File: src/rtl/seven_segment_scan_controller_if.sv
// Load port between the value producer and the scan controller.
// Producer (master) offers data/decimal points; controller (slave) answers with ready.
interface seven_segment_scan_controller_if;
  logic        load_valid;
  logic        load_ready;
  logic [15:0] load_data;
  logic [3:0]  load_dp;

  modport master (output load_valid, output load_data, output load_dp, input load_ready);
  modport slave  (input load_valid, input load_data, input load_dp, output load_ready);
endinterface

File: src/rtl/seven_segment_scan_controller.sv
// Scans a 4-digit common-cathode display: dead-time, rotating active-low select, hex decode.
// Outputs registered (same edge as state change); load_ready low while a shadow value waits for frame end.
module seven_segment_scan_controller #(
  parameter int SLOT_CYCLES  = 50000,
  parameter int BLANK_CYCLES = 1000
) (
  input  logic                                 clock,
  input  logic                                 reset_n,
  input  logic                                 enable,
  input  logic                                 lz_blank,
  seven_segment_scan_controller_if.slave       load_if,
  output logic [3:0]                           select,
  output logic [6:0]                           segments,
  output logic                                 dp,
  output logic                                 frame_done
);

  localparam int CW = (SLOT_CYCLES > 1) ? $clog2(SLOT_CYCLES) : 1;
  localparam logic [CW-1:0] SLOT_LAST  = CW'(SLOT_CYCLES - 1);
  localparam logic [CW-1:0] BLANK_LAST = CW'((BLANK_CYCLES > 0) ? BLANK_CYCLES - 1 : 0);
  localparam bit HAS_BLANK = (BLANK_CYCLES > 0);

  typedef enum logic [1:0] {IDLE, BLANK, DRIVE} state_t;

  state_t        r_state, w_state_nxt;
  logic [CW-1:0] r_cnt, w_cnt_nxt;
  logic [1:0]    r_ptr, w_ptr_nxt;
  logic [15:0]   r_active, r_shadow, w_active_nxt;
  logic [3:0]    r_active_dp, r_shadow_dp, w_active_dp_nxt;
  logic          r_full;
  logic [3:0]    r_select;
  logic [6:0]    r_segments;
  logic          r_dp;
  logic          r_frame_done;
  logic          w_accept;
  logic          w_promote;
  logic          w_drive_nxt;
  logic [3:0]    w_nib;
  logic [6:0]    w_glyph;
  logic [3:0]    w_dark;

  assign load_if.load_ready = ~r_full;
  assign w_accept   = load_if.load_valid & ~r_full;
  // Promotion only when something is pending; an accept in the frame_done cycle waits a frame.
  assign w_promote  = r_frame_done & r_full;

  assign select     = r_select;
  assign segments   = r_segments;
  assign dp         = r_dp;
  assign frame_done = r_frame_done;

  always_ff @(posedge clock or negedge reset_n) begin
    if (!reset_n) begin
      r_state <= IDLE;
      r_cnt   <= '0;
      r_ptr   <= 2'd0;
    end else begin
      r_state <= w_state_nxt;
      r_cnt   <= w_cnt_nxt;
      r_ptr   <= w_ptr_nxt;
    end
  end

  always_comb begin
    w_state_nxt = r_state;
    w_cnt_nxt   = r_cnt;
    w_ptr_nxt   = r_ptr;
    if (!enable) begin
      w_state_nxt = IDLE;
      w_cnt_nxt   = '0;
      w_ptr_nxt   = 2'd3;
    end else begin
      case (r_state)
        IDLE: begin
          w_state_nxt = HAS_BLANK ? BLANK : DRIVE;
          w_cnt_nxt   = '0;
          w_ptr_nxt   = 2'd3;
        end
        BLANK: begin
          w_cnt_nxt = r_cnt + 1'b1;
          if (r_cnt == BLANK_LAST) w_state_nxt = DRIVE;
        end
        DRIVE: begin
          if (r_cnt == SLOT_LAST) begin
            w_cnt_nxt   = '0;
            w_ptr_nxt   = r_ptr - 1'b1;
            w_state_nxt = HAS_BLANK ? BLANK : DRIVE;
          end else begin
            w_cnt_nxt = r_cnt + 1'b1;
          end
        end
        default: w_state_nxt = IDLE;
      endcase
    end
  end

  // Decode from the value that will be active after this edge so a promotion shows immediately.
  always_comb begin
    w_active_nxt    = w_promote ? r_shadow : r_active;
    w_active_dp_nxt = w_promote ? r_shadow_dp : r_active_dp;
    w_drive_nxt     = (w_state_nxt == DRIVE);
    w_nib           = w_active_nxt[{w_ptr_nxt, 2'b00} +: 4];
    w_dark[3]       = lz_blank & (w_active_nxt[15:12] == 4'h0);
    w_dark[2]       = w_dark[3] & (w_active_nxt[11:8] == 4'h0);
    w_dark[1]       = w_dark[2] & (w_active_nxt[7:4] == 4'h0);
    w_dark[0]       = 1'b0;
    case (w_nib)
      4'h0: w_glyph = 7'h7E;
      4'h1: w_glyph = 7'h30;
      4'h2: w_glyph = 7'h6D;
      4'h3: w_glyph = 7'h79;
      4'h4: w_glyph = 7'h33;
      4'h5: w_glyph = 7'h5B;
      4'h6: w_glyph = 7'h5F;
      4'h7: w_glyph = 7'h70;
      4'h8: w_glyph = 7'h7F;
      4'h9: w_glyph = 7'h7B;
      4'hA: w_glyph = 7'h77;
      4'hB: w_glyph = 7'h1F;
      4'hC: w_glyph = 7'h4E;
      4'hD: w_glyph = 7'h3D;
      4'hE: w_glyph = 7'h4F;
      default: w_glyph = 7'h47;
    endcase
  end

  always_ff @(posedge clock or negedge reset_n) begin
    if (!reset_n) begin
      r_active    <= '0;
      r_active_dp <= '0;
      r_shadow    <= '0;
      r_shadow_dp <= '0;
      r_full      <= 1'b0;
    end else if (w_promote) begin
      r_active    <= r_shadow;
      r_active_dp <= r_shadow_dp;
      r_full      <= 1'b0;
    end else if (w_accept) begin
      r_shadow    <= load_if.load_data;
      r_shadow_dp <= load_if.load_dp;
      r_full      <= 1'b1;
    end
  end

  always_ff @(posedge clock or negedge reset_n) begin
    if (!reset_n) begin
      r_select     <= 4'b1111;
      r_segments   <= '0;
      r_dp         <= 1'b0;
      r_frame_done <= 1'b0;
    end else begin
      r_select     <= w_drive_nxt ? ~(4'b0001 << w_ptr_nxt) : 4'b1111;
      r_segments   <= (w_drive_nxt && !w_dark[w_ptr_nxt]) ? w_glyph : 7'h00;
      r_dp         <= w_drive_nxt & w_active_dp_nxt[w_ptr_nxt];
      r_frame_done <= w_drive_nxt && (w_ptr_nxt == 2'd0) && (w_cnt_nxt == SLOT_LAST);
    end
  end

endmodule

File: src/flat_wrapper.sv
// flat-port wrapper written by rule: the top's interface ports become plain ports
module seven_segment_scan_controller_flat 
#(
  parameter int SLOT_CYCLES  = 50000,
  parameter int BLANK_CYCLES = 1000
)
  (clock, reset_n, enable, lz_blank, select, segments, dp, frame_done, load_if_load_valid, load_if_load_data, load_if_load_dp, load_if_load_ready);
  seven_segment_scan_controller_if load_if_i ();
  input  logic clock;
  input  logic reset_n;
  input  logic enable;
  input  logic lz_blank;
  output logic [3:0] select;
  output logic [6:0] segments;
  output logic dp;
  output logic frame_done;
  input wire logic [$bits(load_if_i.load_valid)-1:0] load_if_load_valid;
  input wire logic [$bits(load_if_i.load_data)-1:0] load_if_load_data;
  input wire logic [$bits(load_if_i.load_dp)-1:0] load_if_load_dp;
  output wire logic [$bits(load_if_i.load_ready)-1:0] load_if_load_ready;
  assign load_if_i.load_valid = load_if_load_valid;
  assign load_if_i.load_data = load_if_load_data;
  assign load_if_i.load_dp = load_if_load_dp;
  assign load_if_load_ready = load_if_i.load_ready;
  seven_segment_scan_controller #(.SLOT_CYCLES(SLOT_CYCLES), .BLANK_CYCLES(BLANK_CYCLES)) u_core (.clock(clock), .reset_n(reset_n), .enable(enable), .lz_blank(lz_blank), .load_if(load_if_i), .select(select), .segments(segments), .dp(dp), .frame_done(frame_done));
endmodule
File: config.mk
export PLATFORM = sky130hd
export DESIGN_NAME = seven_segment_scan_controller_flat
export DESIGN_NICKNAME = d
export VERILOG_FILES = /design/src/rtl/seven_segment_scan_controller_if.sv /design/src/rtl/seven_segment_scan_controller.sv /design/src/flat_wrapper.sv
export SDC_FILE = /design/constraint.sdc
export NUM_CORES = 1
export LEC_CHECK = 0
export ABC_AREA = 1
export CORE_MARGIN = 8
export CORE_UTILIZATION = 45
export CTS_CLUSTER_DIAMETER = 40
export DETAILED_ROUTE_END_ITERATION = 8
export HOLD_SLACK_MARGIN = 0.12
export PLACE_DENSITY_LB_ADDON = 0.2
export SYNTH_ARGS = -nofsm -noshare
export SYNTH_HDL_FRONTEND = slang
export SYNTH_SLANG_ARGS = --single-unit
File: constraint.sdc
create_clock -name clock -period 3.4 [get_ports clock]
set_clock_uncertainty 0.2 [all_clocks]
set_input_delay 0.85 -clock clock [delete_from_list [all_inputs] [get_ports clock]]
set_output_delay 0.85 -clock clock [all_outputs]
set_load 0.02 [all_outputs]
==> reports/qor.txt <==
measured slew at the worst slew-check pin: 0.916 ns
crit path kind: in2reg
Antenna Cells: 0
Critical Path AT: 3.02 ns
post-route ant nets: 0
placement row count: 34
Setup violations, final: 0
RSZ-0062 raised after global routing: false
HP Class: reg2reg
hold_sp: u_core.r_shadow[1]
vias in the first global route: 3,106
num ports: 39
final period utilization: 87.6%
layout cells sized above 1: 19.9%
CTS H-tree depth: 3
worst skew pair latency: 0.35 ns
Critical path origin: enable
Total Power Consumption: 0.00172 W
fmax: 336 MHz
Synth async-reset ratio: 100%
via density per instance: 4.98
first-pass iteration count of the detailed router: 4
outcome: finished, final reports clean
slew margin rel.: 38.9%
Die W: 109 um
buffer count from post-CTS setup fixing: 0
area grow syn2layout: 19.1%
clk sinks: 74
global-route wire length before repair: 14.2 mm
CTS buffer count: 9
Resize count post-CTS: 0
GP Congestion: 0.881
All-Layer GR Usage: 14.8%
Mapped Cells: 439
Die Y: 109 um
CP required: 3.44 ns
max cap viols: 0
CP startpoint kind: primary input
clk slew on worst S/H paths: 0.08 ns
DRT iter0 DRCs: 111
final count of hold timing violations: 0
Final HPWL DP: 6.16 mm
post-synthesis register bit count: 74
initial core utilization: 45.7%
Syn Area/Cell: 8.90 um^2
Net Count, Synth: 472
Slew Viols, Final: 0
synthesized cell area: 3910 um^2
core area: 8550 um^2
sequential share of the synthesized area: 47.5%
synth warn: 0
CTS Hold Bufs: 0
EDFF count, synth: 0
kind of end point of the critical path: flip-flop
Nets: 521
largest net degree at the start of global routing: 75
Total Wirelength: 8.26 mm
worst-path maximum fanout: 6
fin crit period: 2.98 ns
initial antenna violation count: 0
setup TNS: 0 ns
Netlist cell types: 38
drc violations: 0
Max IR drop VDD: 0.224 mV
P_leak: 2.44 nW
Post-synth top flop: dfrtp_1
CTS tree: built
CTS Root Cell: clkbuf_8
reg-to-reg critical path startpoint: u_core.r_cnt[0]
die area: 11,900 um^2
Congestion Overflow GR: 0
Power Dens Cells: 369 nW/um^2
number of port buffers: 38
WL per Instance: 13.7 um
routed vias: 2,990
maximum clock path buffer count: 2
-- sequential cells by signal, summed over array words and instances, names as in the netlist --
register            cells
u_core.dp               1
u_core.frame_done       1
u_core.r_active        16
u_core.r_active_dp      4
u_core.r_cnt           16
u_core.r_full           1
u_core.r_ptr            2
u_core.r_shadow        16
u_core.r_shadow_dp      4
u_core.r_state          2
u_core.segments         7
u_core.select           4
-- power breakdown --
group	total, W	switching, W	internal, W
clock network	0.000773	0.000350	0.000424
logic	0.0000614	0.0000321	0.0000293
registers	0.000883	0.00000179	0.000881
total	0.00172	0.000383	0.00133
-- kinds of logic (layout without fill, tap and decap cells) --
kind of cell / count (synthesis) / after routing / share of synthesized area [%]
AND/OR/NAND/NOR: 218 / 218 / 28.6
flip-flops: 74 / 74 / 47.5
buffers and inverters: 68 / 122 / 7.01
AO/OA/AOI/OAI: 41 / 41 / 5.89
multiplexers: 26 / 26 / 7.50
adder cells (fa/ha/maj): 8 / 8 / 2.56
XOR/XNOR: 4 / 4 / 0.897
-- critical path, stage by stage --
cell	delay [ns]
clkdlybuf4s50_1	0.54
inv_1	0.10
a21oi_4	0.24
inv_1	0.15
nor2_8	0.12
buf_4	0.15
nand2_1	0.07
nand2_2	0.11
inv_1	0.10
ha_1	0.28
inv_1	0.04
nand2_1	0.08
nand3_1	0.07
nand2_1	0.07
nor2_1	0.04
-- cell usage in the layout (no fill, tap or decap), drive strengths merged, types with 3 or more instances in the layout --
cell / netlist / layout
clkdlybuf4s50: 0 / 37
xor2: 4 / 4
o21ai: 27 / 27
dfstp: 4 / 4
or2: 3 / 3
inv: 60 / 63
clkbuf: 2 / 10
a21oi: 11 / 11
buf: 5 / 8
nand2: 105 / 105
nor2: 51 / 51
dfrtp: 70 / 70
nand4: 7 / 7
nand3: 37 / 37
nor4: 4 / 4
mux2: 26 / 26
nor3: 7 / 7
ha: 8 / 8
-- path summary, 6_finish.rpt --
kind | end | slack, ns | cells past startpoint
max in group asynchronous | u_core.segments[1] | 1.98 | 1
worst min register to register | u_core.r_shadow[1] | 0.31 | 1
worst max-delay path | u_core.segments[3] | 0.42 | 15
worst min-delay path | u_core.r_shadow[1] | 0.31 | 1
worst max register to register | u_core.segments[3] | 0.72 | 17
min in group asynchronous | u_core.r_shadow_dp[0] | 0.43 | 1
-- area by class of cell --
cell class              count  area [um^2]
inverters                  61          229
multi-input cells         297         1780
repair buffers             45          430
flip-flops and latches     74         1860
clock buffers              10          128
clock inverters             6         96.3
fillers                   790         3900
well taps                 108          135
-- per-layer routing --
layer	vias to the layer above	global-route usage (%)	wire [um]
met4	0	5.79	95
met1	1397	19.0	3900
met2	78	23.7	3880
met3	9	3.31	392
met5	-	0	0
li1	1506	-	-
-- metrics by stage --
step | cell area (um^2) | utilization [%] | std cells | setup WS [ns] | hold WS [ns]
after CTS | 4650 | 54.4 | 601 | 0.447 | 0.308
after floorplan | 3910 | - | 439 | 0.728 | 0.238
final | 4650 | 54.4 | 601 | 0.420 | 0.307
after detailed placement | 4430 | 51.8 | 585 | 0.0718 | 0.283
after global placement | 4430 | 51.8 | 585 | 0.135 | 0.282
after global routing | 4650 | 54.4 | 601 | 0.198 | 0.334
-- Yosys cell counts, types with 4 or more instances --
cell,instances,area (um^2)
a21oi_1,10,50.1
dfrtp_1,70,1750
dfstp_2,4,105
ha_1,8,100
inv_1,52,195
inv_2,8,30.0
mux2_2,26,293
nand2_1,89,334
nand2_2,10,62.6
nand2_4,6,67.6
nand3_1,30,150
nand3_2,4,40.0
nand4_1,6,37.5
nor2_1,44,165
nor3_1,7,35.0
o21ai_0,21,105
o21ai_1,4,20.0
xor2_1,4,35.0
Power figures use the tool's default switching activity.
==> RTL change, RTL diff (same flow settings) <==
The output `segments` loses its register stage (`r_segments` becomes a continuous assignment).
--- a/src/rtl/seven_segment_scan_controller.sv
+++ b/src/rtl/seven_segment_scan_controller.sv
@@ -145,16 +145,16 @@
   always_ff @(posedge clock or negedge reset_n) begin
     if (!reset_n) begin
       r_select     <= 4'b1111;
-      r_segments   <= '0;
       r_dp         <= 1'b0;
       r_frame_done <= 1'b0;
     end else begin
       r_select     <= w_drive_nxt ? ~(4'b0001 << w_ptr_nxt) : 4'b1111;
-      r_segments   <= (w_drive_nxt && !w_dark[w_ptr_nxt]) ? w_glyph : 7'h00;
       r_dp         <= w_drive_nxt & w_active_dp_nxt[w_ptr_nxt];
       r_frame_done <= w_drive_nxt && (w_ptr_nxt == 2'd0) && (w_cnt_nxt == SLOT_LAST);
     end
   end
 
+  assign r_segments = (w_drive_nxt && !w_dark[w_ptr_nxt]) ? w_glyph : 7'h00;
+
 endmodule
 
Formal check against the unedited RTL: same outputs for any inputs over 10 cycles, from zero or initial values and one cycle with reset_n low; that may be too few to reach the edited logic, so the function may still have changed.
==> RTL change against the original RTL <==
The flow now finishes with violations (negative setup slack); sequential cell count decreased by 7; design area rose by 17%; setup slack worse by 790 ps; wire length is 13% higher; combinational power up 22%; worst hold slack got worse by 6.0 ps; synthesized area is 0.16% lower; power shrank 5.5%; utilization increased by 9.1 points; synthesized cell count up 1.1%; via count grew 10%; global-route usage rose by 1.8 points; count of clock-buffer cells in the layout unchanged.
==> RTL change: results (changes against the original RTL) <==
[setup_path]
critPathMaxFanout = 6  ; unchanged
crit_arrival_ps = 2720  ; was 3020 ps
r2r_cells = 16  ; was 17
worst_r2r_startpoint = u_core.r_cnt[1]  ; was u_core.r_cnt[0]
startpoint = enable  ; unchanged
reg2reg_to = u_core.frame_done  ; was u_core.segments[3]
ff2ff_setup_slack_ps = 1010  ; was 720 ps
endpoint = segments[3]  ; was u_core.segments[3]

[global_route]
gr-usage-all-layers = 0.1663  ; was 0.1478
grt_first_pass_wirelength_um = 15610  ; was 14190 um
grt_pass1_vias = 3324  ; was 3106
grt_max_degree = 68  ; was 75

[clocking]
hold_buffers = 0  ; unchanged
cts_setup_buffers = 6  ; was 0
cts_resized = 64  ; was 0
clkLatencyLatePin_ps = 350  ; about the same
htree_levels = 3  ; unchanged
numCtsBuffers = 9  ; unchanged
clock_path_buffers = 2  ; unchanged

[timing]
final.setup.worst_slack_ps = -365.8  ; was 420.0 ps
setup-violations-final = 7  ; was 0
worst_pin_slew_ps = 849.2  ; was 915.8 ps
setup_tns_ps = -2171  ; was 0 ps

[route]
via_per_inst = 4.844  ; was 4.975
wl_per_cell_um = 13.72  ; was 13.75 um
drt-pass1-iter-count = 4  ; unchanged
drtIter0Drc = 175  ; was 111

[yosys]
synthArstFlopShare = 1.000  ; unchanged
netlist_top_cells_count = 83 x nand2_1, 63 x dfrtp_1, 56 x inv_1  ; was 89 x nand2_1, 70 x dfrtp_1, 52 x inv_1
syn_nets = 477  ; was 472
syn_inst = 444  ; was 439
ys_types = 41  ; was 38
synth_area_leaders = dfrtp_1 40%, mux2_2 8.1%, nand2_1 8.0%, inv_1 5.4%, nand3_1 4.7%  ; was dfrtp_1 45%, nand2_1 8.6%, mux2_2 7.5%, inv_1 5.0%, nor2_1 4.2%
yosysSeqAreaShare = 0.4312  ; was 0.4753

[worst_hold_path]
hold_class = flip-flop to flip-flop  ; unchanged
hold_depth = 1  ; unchanged

[placed_design]
gp_congestion = 0.8693  ; was 0.8814
dp_hpwl_um = 6725  ; was 6160 um
dp.cells = 651  ; was 585

[final_layout]
finalNetCount = 599  ; was 521
final_cells = 679  ; was 601
drive_above_1_share = 0.4116  ; was 0.1988

[pwr]
leakage_nw = 2.860  ; was 2.443 nW
peakVddDrop_v = 0.0002146  ; was 0.0002236 V
p_int_mw = 1.249  ; was 1.334 mW

[status]
violations = negative setup slack
outcome = finished with violations  ; was complete, no violations

## RTL change: cell types whose count changed in the layout (fill, tap and decap cells not counted), moves of 9 or more
| cell | before | now |
|---|---|---|
| buf_4 | 8 | 76 |
| nand2_1 | 89 | 74 |
| nand2_2 | 10 | 25 |
| o21ai_0 | 21 | 7 |
| buf_6 | 0 | 9 |
| nand2_4 | 6 | 15 |
## RTL change: how the worst min path moves through the flow
stage	startpoint	endpoint	slack, ps
floorplan	u_core.r_active[4]	u_core.r_active[4]	260
global placement	u_core.r_active_dp[2]	u_core.r_active_dp[2]	280
detailed placement	u_core.r_active_dp[2]	u_core.r_active_dp[2]	290
CTS	u_core.r_active_dp[2]	u_core.r_active_dp[2]	300
global route	u_core.r_active_dp[0]	u_core.r_active_dp[0]	320
finish	u_core.r_active_dp[0]	u_core.r_active_dp[0]	300
## RTL change: kinds of logic after synthesis
family                   share of synthesized area
multiplexers                               0.08855
buffers and inverters                      0.07732
flip-flops                                  0.4312
AND/OR/NAND/NOR                             0.3253
XOR/XNOR                                  0.008982
adder cells (fa/ha/maj)                    0.02567
AO/OA/AOI/OAI                              0.04299
## RTL change: power groups by stage
stage / Clock [mW] / Combinational, mW / Sequential, mW
after global routing: 0.805 / 0.0842 / 0.800
after floorplan: 0 / 0.0192 / 0.815
after global placement: 0 / 0.0714 / 0.815
after detailed placement: 0 / 0.0725 / 0.815
after CTS: 0.769 / 0.0754 / 0.800
final: 0.749 / 0.0751 / 0.800
## RTL change: through the flow
step	hold WS [ps]	setup slack [ps]	cell area, um^2
detailed placement	286.6	-1143	4936
global placement	281.3	-1093	4936
finish	301.5	-365.8	5426
CTS	303.2	-380.5	5310
global route	320.4	-530.5	5426
floorplan	258.9	-162.4	3968
## RTL change: worst max-delay path, cell delays in order
cell	delay, ps
dlygate4sd2_1	230
inv_2	70
a21oi_4	160
nand2_4	100
inv_6	90
nand2_8	70
nand3_1	100
nand2_2	70
nor2_4	180
inv_2	90
ha_4	180
inv_4	70
nand3_4	80
nand3_2	90
nand2_2	70
nor2_4	100
buf_6	110
## RTL change: routing by layer
layer  track usage  vias up  routed length (um)
met5             0        -                   0
li1              -     1657                   -
met4       0.05963        0                 123
met2        0.2474       72                4232
met3       0.04551       10                 504
met1        0.2262     1550                4458
## RTL change: final cells by class
| cell class | count | area, um^2 |
|---|---|---|
| Fill cell | 714 | 3124 |
| Multi-Input combinational cell | 306 | 2141 |
| Sequential cell | 67 | 1682 |
| Timing Repair Buffer | 117 | 996.0 |
| Inverter | 65 | 254.0 |
| Tap cell | 108 | 135.1 |
| Clock buffer | 10 | 127.6 |
| Clock inverter | 6 | 91.34 |
